### config.mk
export PLATFORM = sky130hd
export DESIGN_NAME = btn_conditioner
export DESIGN_NICKNAME = d
export VERILOG_FILES = /design/src/rtl/btn_pkg.sv /design/src/rtl/btn_channel.sv /design/src/rtl/btn_conditioner.sv
export SDC_FILE = /design/constraint.sdc
export NUM_CORES = 1
export LEC_CHECK = 0
export BUFFER_PORTS_ARGS = -buffer_cell sky130_fd_sc_hd__buf_4
export CORE_AREA = 8 8 118 120
export DETAILED_ROUTE_END_ITERATION = 10
export DIE_AREA = 0 0 126 128
export PLACE_DENSITY = 0.79
export SLEW_MARGIN = 20
export SYNTH_ARGS = -nofsm -noshare
export SYNTH_HDL_FRONTEND = slang
export SYNTH_SLANG_ARGS = --single-unit
### constraint.sdc
create_clock -name CLOCK_50 -period 5.8 [get_ports CLOCK_50]
set_input_delay 1.74 -clock CLOCK_50 [delete_from_list [all_inputs] [get_ports CLOCK_50]]
set_output_delay 1.74 -clock CLOCK_50 [all_outputs]
set_load 0.01 [all_outputs]
### src/rtl/btn_pkg.sv
// rtl/btn_pkg.sv - shared state encoding, timing defaults and button indices
package btn_pkg;

  typedef enum logic [2:0] {
    IDLE,
    DB_PRESS,
    HELD_DELAY,
    HELD_REPEAT,
    DB_RELEASE
  } btn_state_e;

  localparam int DEF_DEBOUNCE_CYCLES = 500000;
  localparam int DEF_REPEAT_DELAY    = 25000000;
  localparam int DEF_REPEAT_PERIOD   = 5000000;

  localparam int BTN_UP    = 0;
  localparam int BTN_DOWN  = 1;
  localparam int BTN_LEFT  = 2;
  localparam int BTN_RIGHT = 3;

  // One counter serves every timed state, so it is sized for the longest interval.
  function automatic int cnt_width(input int a, input int b, input int c);
    int m;
    m = a;
    if (b > m) m = b;
    if (c > m) m = c;
    return (m < 2) ? 1 : $clog2(m);
  endfunction

endpackage

### src/rtl/btn_channel.sv
// rtl/btn_channel.sv - one button: 2-flop synchronizer, debounce/repeat FSM, shared counter
module btn_channel
  import btn_pkg::*;
#(
  parameter int ACTIVE_LOW      = 1,
  parameter int DEBOUNCE_CYCLES = DEF_DEBOUNCE_CYCLES,
  parameter int REPEAT_EN       = 1,
  parameter int REPEAT_DELAY    = DEF_REPEAT_DELAY,
  parameter int REPEAT_PERIOD   = DEF_REPEAT_PERIOD
) (
  input  logic CLOCK_50,
  input  logic reset,
  input  logic btn_raw,
  output logic btn_level,
  output logic btn_press,
  output logic btn_release
);

  localparam int   CNT_W        = cnt_width(DEBOUNCE_CYCLES, REPEAT_DELAY, REPEAT_PERIOD);
  localparam logic RELEASED_RAW = (ACTIVE_LOW != 0);

  localparam logic [CNT_W-1:0] DB_LAST  = CNT_W'(DEBOUNCE_CYCLES - 1);
  localparam logic [CNT_W-1:0] RD_LAST  = CNT_W'(REPEAT_DELAY - 1);
  localparam logic [CNT_W-1:0] RP_LAST  = CNT_W'(REPEAT_PERIOD - 1);
  localparam logic [CNT_W-1:0] CNT_ONE  = CNT_W'(1);

  logic             sync1_q, sync1_d, sync2_q, sync2_d;
  btn_state_e       state_q, state_d;
  logic [CNT_W-1:0] cnt_q, cnt_d, cnt_inc;
  logic             level_q, level_d, press_q, press_d, release_q, release_d;
  logic             p;

  always_ff @(posedge CLOCK_50 or posedge reset) begin
    if (reset) begin
      sync1_q   <= RELEASED_RAW;
      sync2_q   <= RELEASED_RAW;
      state_q   <= IDLE;
      cnt_q     <= '0;
      level_q   <= 1'b0;
      press_q   <= 1'b0;
      release_q <= 1'b0;
    end else begin
      sync1_q   <= sync1_d;
      sync2_q   <= sync2_d;
      state_q   <= state_d;
      cnt_q     <= cnt_d;
      level_q   <= level_d;
      press_q   <= press_d;
      release_q <= release_d;
    end
  end

  always_comb begin
    sync1_d = btn_raw;
    sync2_d = sync1_q;
    p       = (ACTIVE_LOW != 0) ? ~sync2_q : sync2_q;
    // Saturate so a long hold without repeat never wraps into a false match.
    cnt_inc = (cnt_q == '1) ? cnt_q : cnt_q + CNT_ONE;
  end

  always_comb begin
    state_d   = state_q;
    cnt_d     = cnt_inc;
    level_d   = level_q;
    press_d   = 1'b0;
    release_d = 1'b0;
    case (state_q)
      IDLE: begin
        cnt_d = '0;
        if (p) state_d = DB_PRESS;
      end
      DB_PRESS: begin
        if (!p) begin
          state_d = IDLE;
          cnt_d   = '0;
        end else if (cnt_q == DB_LAST) begin
          level_d = 1'b1;
          press_d = 1'b1;
          state_d = HELD_DELAY;
          cnt_d   = '0;
        end
      end
      HELD_DELAY: begin
        if (!p) begin
          state_d = DB_RELEASE;
          cnt_d   = '0;
        end else if ((REPEAT_EN != 0) && (cnt_q == RD_LAST)) begin
          press_d = 1'b1;
          state_d = HELD_REPEAT;
          cnt_d   = '0;
        end
      end
      HELD_REPEAT: begin
        if (!p) begin
          state_d = DB_RELEASE;
          cnt_d   = '0;
        end else if (cnt_q == RP_LAST) begin
          press_d = 1'b1;
          cnt_d   = '0;
        end
      end
      DB_RELEASE: begin
        // A bounce back to pressed resumes holding without a second press pulse.
        if (p) begin
          state_d = HELD_DELAY;
          cnt_d   = '0;
        end else if (cnt_q == DB_LAST) begin
          level_d   = 1'b0;
          release_d = 1'b1;
          state_d   = IDLE;
          cnt_d     = '0;
        end
      end
      default: begin
        state_d = IDLE;
        cnt_d   = '0;
      end
    endcase
  end

  assign btn_level   = level_q;
  assign btn_press   = press_q;
  assign btn_release = release_q;

endmodule

### src/rtl/btn_conditioner.sv
// rtl/btn_conditioner.sv - N_BTN independent debounced/auto-repeat button channels
module btn_conditioner
  import btn_pkg::*;
#(
  parameter int N_BTN           = 4,
  parameter int ACTIVE_LOW      = 1,
  parameter int DEBOUNCE_CYCLES = DEF_DEBOUNCE_CYCLES,
  parameter int REPEAT_EN       = 1,
  parameter int REPEAT_DELAY    = DEF_REPEAT_DELAY,
  parameter int REPEAT_PERIOD   = DEF_REPEAT_PERIOD
) (
  input  logic             CLOCK_50,
  input  logic             reset,
  input  logic [N_BTN-1:0] btn_raw,
  output logic [N_BTN-1:0] btn_level,
  output logic [N_BTN-1:0] btn_press,
  output logic [N_BTN-1:0] btn_release
);

  for (genvar g = 0; g < N_BTN; g++) begin : g_ch
    btn_channel #(
      .ACTIVE_LOW     (ACTIVE_LOW),
      .DEBOUNCE_CYCLES(DEBOUNCE_CYCLES),
      .REPEAT_EN      (REPEAT_EN),
      .REPEAT_DELAY   (REPEAT_DELAY),
      .REPEAT_PERIOD  (REPEAT_PERIOD)
    ) u_ch (
      .CLOCK_50   (CLOCK_50),
      .reset      (reset),
      .btn_raw    (btn_raw[g]),
      .btn_level  (btn_level[g]),
      .btn_press  (btn_press[g]),
      .btn_release(btn_release[g])
    );
  end

endmodule

==> impl_metrics.yaml, run 1 <==
clock_tree:
  cts_hold_buf: 0
  cts_tree: "yes"
  cts_buffers: 17
  postCtsSetupRepairBufs: 0
  worstSkewPairLatency_ps: 420
  post_cts_resized: 0
  clk_pin_slew_ps: 60
  htree_levels: 4
  cts_root_buffer: "clkbuf_16"
  clockBufferDepth: 2
  cts_sinks: 132
timing:
  setup_ws_ps: 2760
  fin_crit_ps: 3040
  report.final.slew_viol_count: 0
  slew_headroom_pct: 40.6
  setup_viol: 0
  worst_pin_slew_ps: 883
  tns_ps: 0
  post-route-period-util_pct: 52.5
  fmax_mhz: 329
  hold_viol: 0
  rsz0062_at_grt: "false"
  fin_skew_ps: 6.80
logic_synthesis:
  synth_most_common_cell: "dfrtp_1"
  async_reset_ff_share_pct: 100
  synth_top_cells_by_count: "dfrtp_1, nor2_1, a21oi_1, nand2_1, nand3_1"
  yosysWarningCount: 0
  yosys.cell_types.count: 61
  ys_ff_latch: 132
  syn_area_um2: 7400
  synth_edf_count: 0
  synth_cells: 807
  yosys_most_used_dff: "dfrtp_1"
  syn_area_per_cell_um2: 9.17
  synth_top_area_cell: "dfrtp_1"
  synth_top_area_share_pct: 41.9
  synth_area_leaders: "dfrtp_1, nor2_1, xnor2_1, a21oi_1, dfstp_2"
  synth-seq-area-share_pct: 44.8
  syn-num-nets: 817
floorplanning:
  die_h_um: 128
  initial_utilization_pct: 60.6
  dieArea_um2: 16100
  io-pin-count: 18
  placementRows: 41
  die_x_um: 126
  core_um2: 12200
hold_path:
  hold_path_depth: 0
  hold_start: "g_ch[1].u_ch.sync1_q"
  worst_hold_path.endpoint: "g_ch[1].u_ch.sync2_q"
  hold_path_class: "flop to flop"
worst_setup_path:
  ff2ff_setup_slack_ps: 2760
  critPathMaxFanout: 25
  critPathCaptureType: "flop"
  rr_endpoint: "g_ch[1].u_ch.cnt_q[24]"
  r2r_cells: 5
  crit_type: "flop to flop"
  cp.arrival_ps: 3310
  worstReg2RegStart: "g_ch[1].u_ch.cnt_q[12]"
  cp_data_required_time_ps: 6060
  cp-start-kind: "flop"
power:
  p_int_w: 0.00151
  pwr-share-comb_pct: 2.5
  pwr-share-clk_pct: 49.6
  ir_drop_v: 0.000232
  p_leak_nw: 3.00
  total_power_w: 0.00196
  p_seq_share_pct: 47.9
  swShare_pct: 23.0
  p_switching_w: 0.000451
  power.density_nw_per_um2: 243
final_layout:
  fin_nets: 810
  finalNonFillerCells: 963
  diodes: 0
  nFillCells: 968
  area_growth_pct: 9.12
  drive_above_1_share_pct: 9.96
global_routing:
  grt.total_usage_pct: 20.9
  grt_pass1_wl_um: 28000
  grt_start_max_net_pins: 58
  antenna_found_initial: 0
  grt_pass1_vias: 5934
  overflow: 0
placement:
  dp_hpwl_um: 11000
  dp.cells: 930
  dpl_worst_slack_ps: 2770
  gp_congestion: 0.903
  io_buffers: 17
route:
  drtPass1Iterations: 7
  wl_per_cell_um: 17.0
  num_vias: 6417
  antenna_left: 0
  vias_per_cell: 6.66
  drc_errors: 0
  drt-total-wl_um: 16400
  drt_iter0_drc: 698
outcome:
  status: "finished clean"
flow_run:
  cap_viol_max_count: 0
==> cells in the final DEF, fill, tap and decap left out, types with 23 or more instances in the layout <==
cell type,instances
dfrtp_1,124
a21oi_1,53
o21ai_0,25
nor2_1,83
or3_1,30
nor4_1,24
nand2_1,53
buf_4,25
or4_1,25
xnor2_1,32
o31ai_1,23
nand4_1,31
nand3_1,35
==> logic make-up (layout without fill, tap and decap cells) <==
family / count (synthesis) / count (layout) / synth area share (%)
compound gates: 159 / 159 / 14.1
xor+xnor: 52 / 52 / 6.16
fa+ha+maj: 4 / 4 / 0.677
buf+inv: 67 / 73 / 4.31
flops: 132 / 132 / 44.8
mux: 3 / 3 / 0.406
simple gates: 390 / 390 / 29.6
==> layout make-up <==
class                           count  area [um2]  share of cell area (%)
Multi-Input combinational cell    608        3780                    46.9
Clock buffer                       20         457                    5.66
Tap cell                          150         188                    2.33
Inverter                           15        58.8                   0.729
Sequential cell                   132        3310                    41.0
Clock inverter                     12        80.1                   0.992
Timing Repair Buffer               26         193                    2.39
==> worst max-delay path: stages, from the launching register on <==
cell     delay, ps
dfrtp_1        450
or4_1          560
or4_1          460
or4_1          570
a32oi_4        680
nor2_1         140
==> layer usage <==
metal	GRT usage [%]	up-vias	share of wire [%]
met5	0	-	0
met4	7.86	0	1.8
met3	4.58	33	5.4
met2	33.7	229	48
met1	27.1	3157	45
li1	-	2998	-
==> power by group through the flow <==
stage               clock [W]  sequential (W)  combinational, W
floorplan                   0        0.000951         0.0000390
global placement            0        0.000955         0.0000479
detailed placement          0        0.000955         0.0000503
CTS                  0.000986        0.000939         0.0000505
global route          0.00103        0.000940         0.0000578
finish               0.000972        0.000939         0.0000498
==> through the flow <==
stage	util (%)	hold WS, ps	cell area [um2]
finish	66.1	358	8070
global route	66.1	364	8070
CTS	66.0	360	8060
detailed placement	61.6	348	7520
global placement	61.6	350	7520
floorplan	-	345	7400
==> flip-flops by register name, indices dropped and copies added, names as in the netlist <==
| name | count |
|---|---|
| g_ch.u_ch.btn_level | 4 |
| g_ch.u_ch.btn_press | 4 |
| g_ch.u_ch.btn_release | 4 |
| g_ch.u_ch.cnt_q | 100 |
| g_ch.u_ch.state_q | 12 |
| g_ch.u_ch.sync1_q | 4 |
| g_ch.u_ch.sync2_q | 4 |
==> how the worst max path moves through the flow <==
| stage | end | cells after the start | start | slack [ps] |
|---|---|---|---|---|
| 3_5_place_dp | g_ch[3].u_ch.cnt_q[3] | 3 | reset | 2770 |
| 2_1_floorplan | g_ch[0].u_ch.btn_level | 1 | reset | 550 |
| 5_1_grt | g_ch[1].u_ch.cnt_q[20] | 5 | g_ch[1].u_ch.cnt_q[12] | 2640 |
| 3_3_place_gp | g_ch[3].u_ch.cnt_q[0] | 3 | reset | 2840 |
| 6_report | g_ch[1].u_ch.cnt_q[24] | 5 | g_ch[1].u_ch.cnt_q[12] | 2760 |
| 4_1_cts | g_ch[3].u_ch.cnt_q[18] | 5 | g_ch[3].u_ch.cnt_q[6] | 2780 |
Power figures use the tool's default switching activity.
==> inputs of run 2 (changes only) <==
Settings changed: ABC_AREA set to 1, CORE_AREA 8 8 118 120 to 8 8 126 128, DIE_AREA 0 0 126 128 to 0 0 134 136, PLACE_DENSITY 0.79 to 0.8.
Clock period 5.8 ns to 3.1 ns, I/O delays scaled along.
==> run 2 against run 1 <==
  * Clock skew is 1.1 ps higher
  * Sequential power increased by 110%
  * Via count increased by 24%
  * Flip-flop and latch count unchanged
  * Non-clock buffer count down 7
  * Global-route usage up 2.7 points
  * Combinational power rose to 19 times the previous value
  * Synthesized cell count is 56% higher
  * Wire length grew 24%
  * Setup slack lost 1800 ps
  * First-iteration DRC count rose by 33%
  * Cell count rose by 52%
  * Critical path type unchanged
  * Critical endpoint is now g_ch[1].u_ch.cnt_q[1]
  * Largest cell class unchanged
==> impl_metrics.yaml, run 2 <==
logic_synthesis:
  synth_top_cells_by_count: "nand2_1, nor2_1, inv_1, dfrtp_1, nand3_1"
  yosys_most_used_dff: "dfrtp_1"
  async_reset_ff_share_pct: 100
  synth_area_leaders: "dfrtp_1, nand2_1, nor2_1, inv_1, nand3_1"
  yosysWarningCount: 0
  synth_top_area_share_pct: 35.7
  synth_top_area_cell: "dfrtp_1"
  yosys.cell_types.count: 42
  synth_edf_count: 0
  synth_most_common_cell: "nand2_1"
  syn_area_um2: 8700
  syn_area_per_cell_um2: 6.92
  ys_ff_latch: 132
  syn-num-nets: 1266
  synth_cells: 1256
  synth-seq-area-share_pct: 38.1
route:
  antenna_left: 0
  vias_per_cell: 5.44
  drt_iter0_drc: 931
  num_vias: 7976
  drt-total-wl_um: 20300
  drc_errors: 0
  wl_per_cell_um: 13.9
  drtPass1Iterations: 8
floorplanning:
  dieArea_um2: 18200
  die_x_um: 134
  placementRows: 44
  initial_utilization_pct: 62.0
  io-pin-count: 18
  die_h_um: 136
  core_um2: 14000
global_routing:
  grt.total_usage_pct: 23.6
  antenna_found_initial: 0
  overflow: 0
  grt_start_max_net_pins: 87
  grt_pass1_wl_um: 35500
  grt_pass1_vias: 7703
clock_tree:
  cts_root_buffer: "clkbuf_16"
  clockBufferDepth: 2
  cts_buffers: 17
  post_cts_resized: 0
  htree_levels: 4
  worstSkewPairLatency_ps: 430
  clk_pin_slew_ps: 50
  cts_hold_buf: 0
  cts_tree: "yes"
  cts_sinks: 132
  postCtsSetupRepairBufs: 0
final_layout:
  mostFrequentLayoutCell: "nand2_1"
  largest-register: "g_ch.u_ch.cnt_q"
  drive_above_1_share_pct: 10.9
  finalNonFillerCells: 1465
  area_growth_pct: 9.02
  multi_input_area_um2: 4530
  layout_common_cells: "nand2_1, nor2_1, inv_1"
  fin_nets: 1278
  final_util_pct: 67.5
  register_area_um2: 3310
  largest_register_ffs: 100
  nFillCells: 1224
  largest_registers: "g_ch.u_ch.cnt_q (100), g_ch.u_ch.state_q (12)"
  diodes: 0
worst_setup_path:
  cp-start-kind: "flop"
  cp.arrival_ps: 2440
  rr_endpoint: "g_ch[1].u_ch.cnt_q[1]"
  r2r_cells: 9
  critPathMaxFanout: 13
  worstReg2RegStart: "g_ch[1].u_ch.cnt_q[0]"
  ff2ff_setup_slack_ps: 990
  cp_slowest_cell: "dfrtp_1"
  cp_data_required_time_ps: 3440
  critPathCaptureType: "flop"
  crit_type: "flop to flop"
  crit_path_max_incr_delay_ps: 420
  crit_chain: "ha_1 > nand2_2 > nor2_4 > nand2_2 > nor2_4 > nand3_2 > clkinv_2 > nor2_1 > nor3_1"
placement:
  io_buffers: 17
  dp_hpwl_um: 14600
  dpl_worst_slack_ps: 992
  dp.cells: 1433
  gp_congestion: 0.963
timing:
  setup_viol: 0
  hold_viol: 0
  slew_headroom_pct: 59.5
  worst_pin_slew_ps: 603
  fin_crit_ps: 2110
  setup_ws_ps: 994
  tns_ps: 0
  report.final.slew_viol_count: 0
  rsz0062_at_grt: "false"
  post-route-period-util_pct: 67.9
  fin_skew_ps: 7.92
  fmax_mhz: 475
hold_path:
  hold_path_depth: 0
  worst_hold_path.endpoint: "g_ch[1].u_ch.sync2_q"
  hold_start: "g_ch[1].u_ch.sync1_q"
  hold_path_class: "flop to flop"
power:
  ir_drop_v: 0.000392
  power.density_nw_per_um2: 531
  total_power_w: 0.00503
  p_leak_nw: 4.14
flow_run:
  cap_viol_max_count: 0
outcome:
  status: "finished clean"
-- run 2: cell count changes in the layout (fill, tap and decap cells not counted), sizes merged, moves of 25 or more --
cell   delta
nand2   +275
nor2    +195
inv     +146
nand3    +64
or3      -30
or4      -25
xnor2    -25
-- run 2: power breakdown --
part	internal [W]	switching (W)	total, W
clock	0.00140	0.000748	0.00215
combinational	0.000278	0.000651	0.000929
sequential	0.00184	0.000116	0.00195
total	0.00351	0.00152	0.00503
-- run 2: critical path, delay by kind of cell, from the launching register on --
kind,cells,cell delay (ps)
adder cells (fa/ha/maj),1,240
buffers and inverters,1,230
flip-flops,1,420
AND/OR/NAND/NOR,7,1140
-- run 2: logic make-up (layout without fill, tap and decap cells) --
| logic type | Yosys count | in the layout | share of synthesized area (%) |
|---|---|---|---|
| AO/OA/AOI/OAI | 100 | 100 | 6.56 |
| XOR/XNOR | 49 | 49 | 4.93 |
| adder cells (fa/ha/maj) | 4 | 4 | 0.575 |
| buffers and inverters | 192 | 217 | 9.84 |
| flip-flops | 132 | 132 | 38.1 |
| AND/OR/NAND/NOR | 779 | 779 | 40.0 |
-- run 2: worst max-delay path by stage --
stage                                      from                      to  slack, ps  depth (start not counted)
after floorplan                           reset  g_ch[0].u_ch.btn_level        540                          1
after detailed placement  g_ch[1].u_ch.cnt_q[0]   g_ch[1].u_ch.cnt_q[1]        990                          9
after CTS                 g_ch[1].u_ch.cnt_q[0]   g_ch[1].u_ch.cnt_q[1]        970                          9
after global placement    g_ch[2].u_ch.cnt_q[0]   g_ch[2].u_ch.cnt_q[3]       1090                         10
after global routing      g_ch[1].u_ch.cnt_q[0]   g_ch[1].u_ch.cnt_q[1]        750                          9
final                     g_ch[1].u_ch.cnt_q[0]   g_ch[1].u_ch.cnt_q[1]        990                          9
-- run 2: final cells by class --
type / instances / area share (%)
Clock inverter: 10 / 1.61
Sequential cell: 132 / 34.9
Timing Repair Buffer: 19 / 1.64
Tap cell: 184 / 2.43
Clock buffer: 22 / 5.00
Multi-Input combinational cell: 932 / 47.8
Inverter: 166 / 6.62
-- run 2: metal layers --
metal / wire length [um] / up-vias / global-route usage (%)
met4: 585 / 0 / 10.4
met2: 9560 / 313 / 38.1
met5: 0 / - / 0
met3: 1250 / 73 / 4.32
li1: - / 3957 / -
met1: 8950 / 3633 / 30.5
-- run 2: stage by stage --
step | hold slack (ps) | instance area (um2)
3_3_place_gp | 346 | 8850
5_1_grt | 358 | 9480
2_1_floorplan | 345 | 8700
6_report | 354 | 9480
4_1_cts | 355 | 9480
3_5_place_dp | 347 | 8850
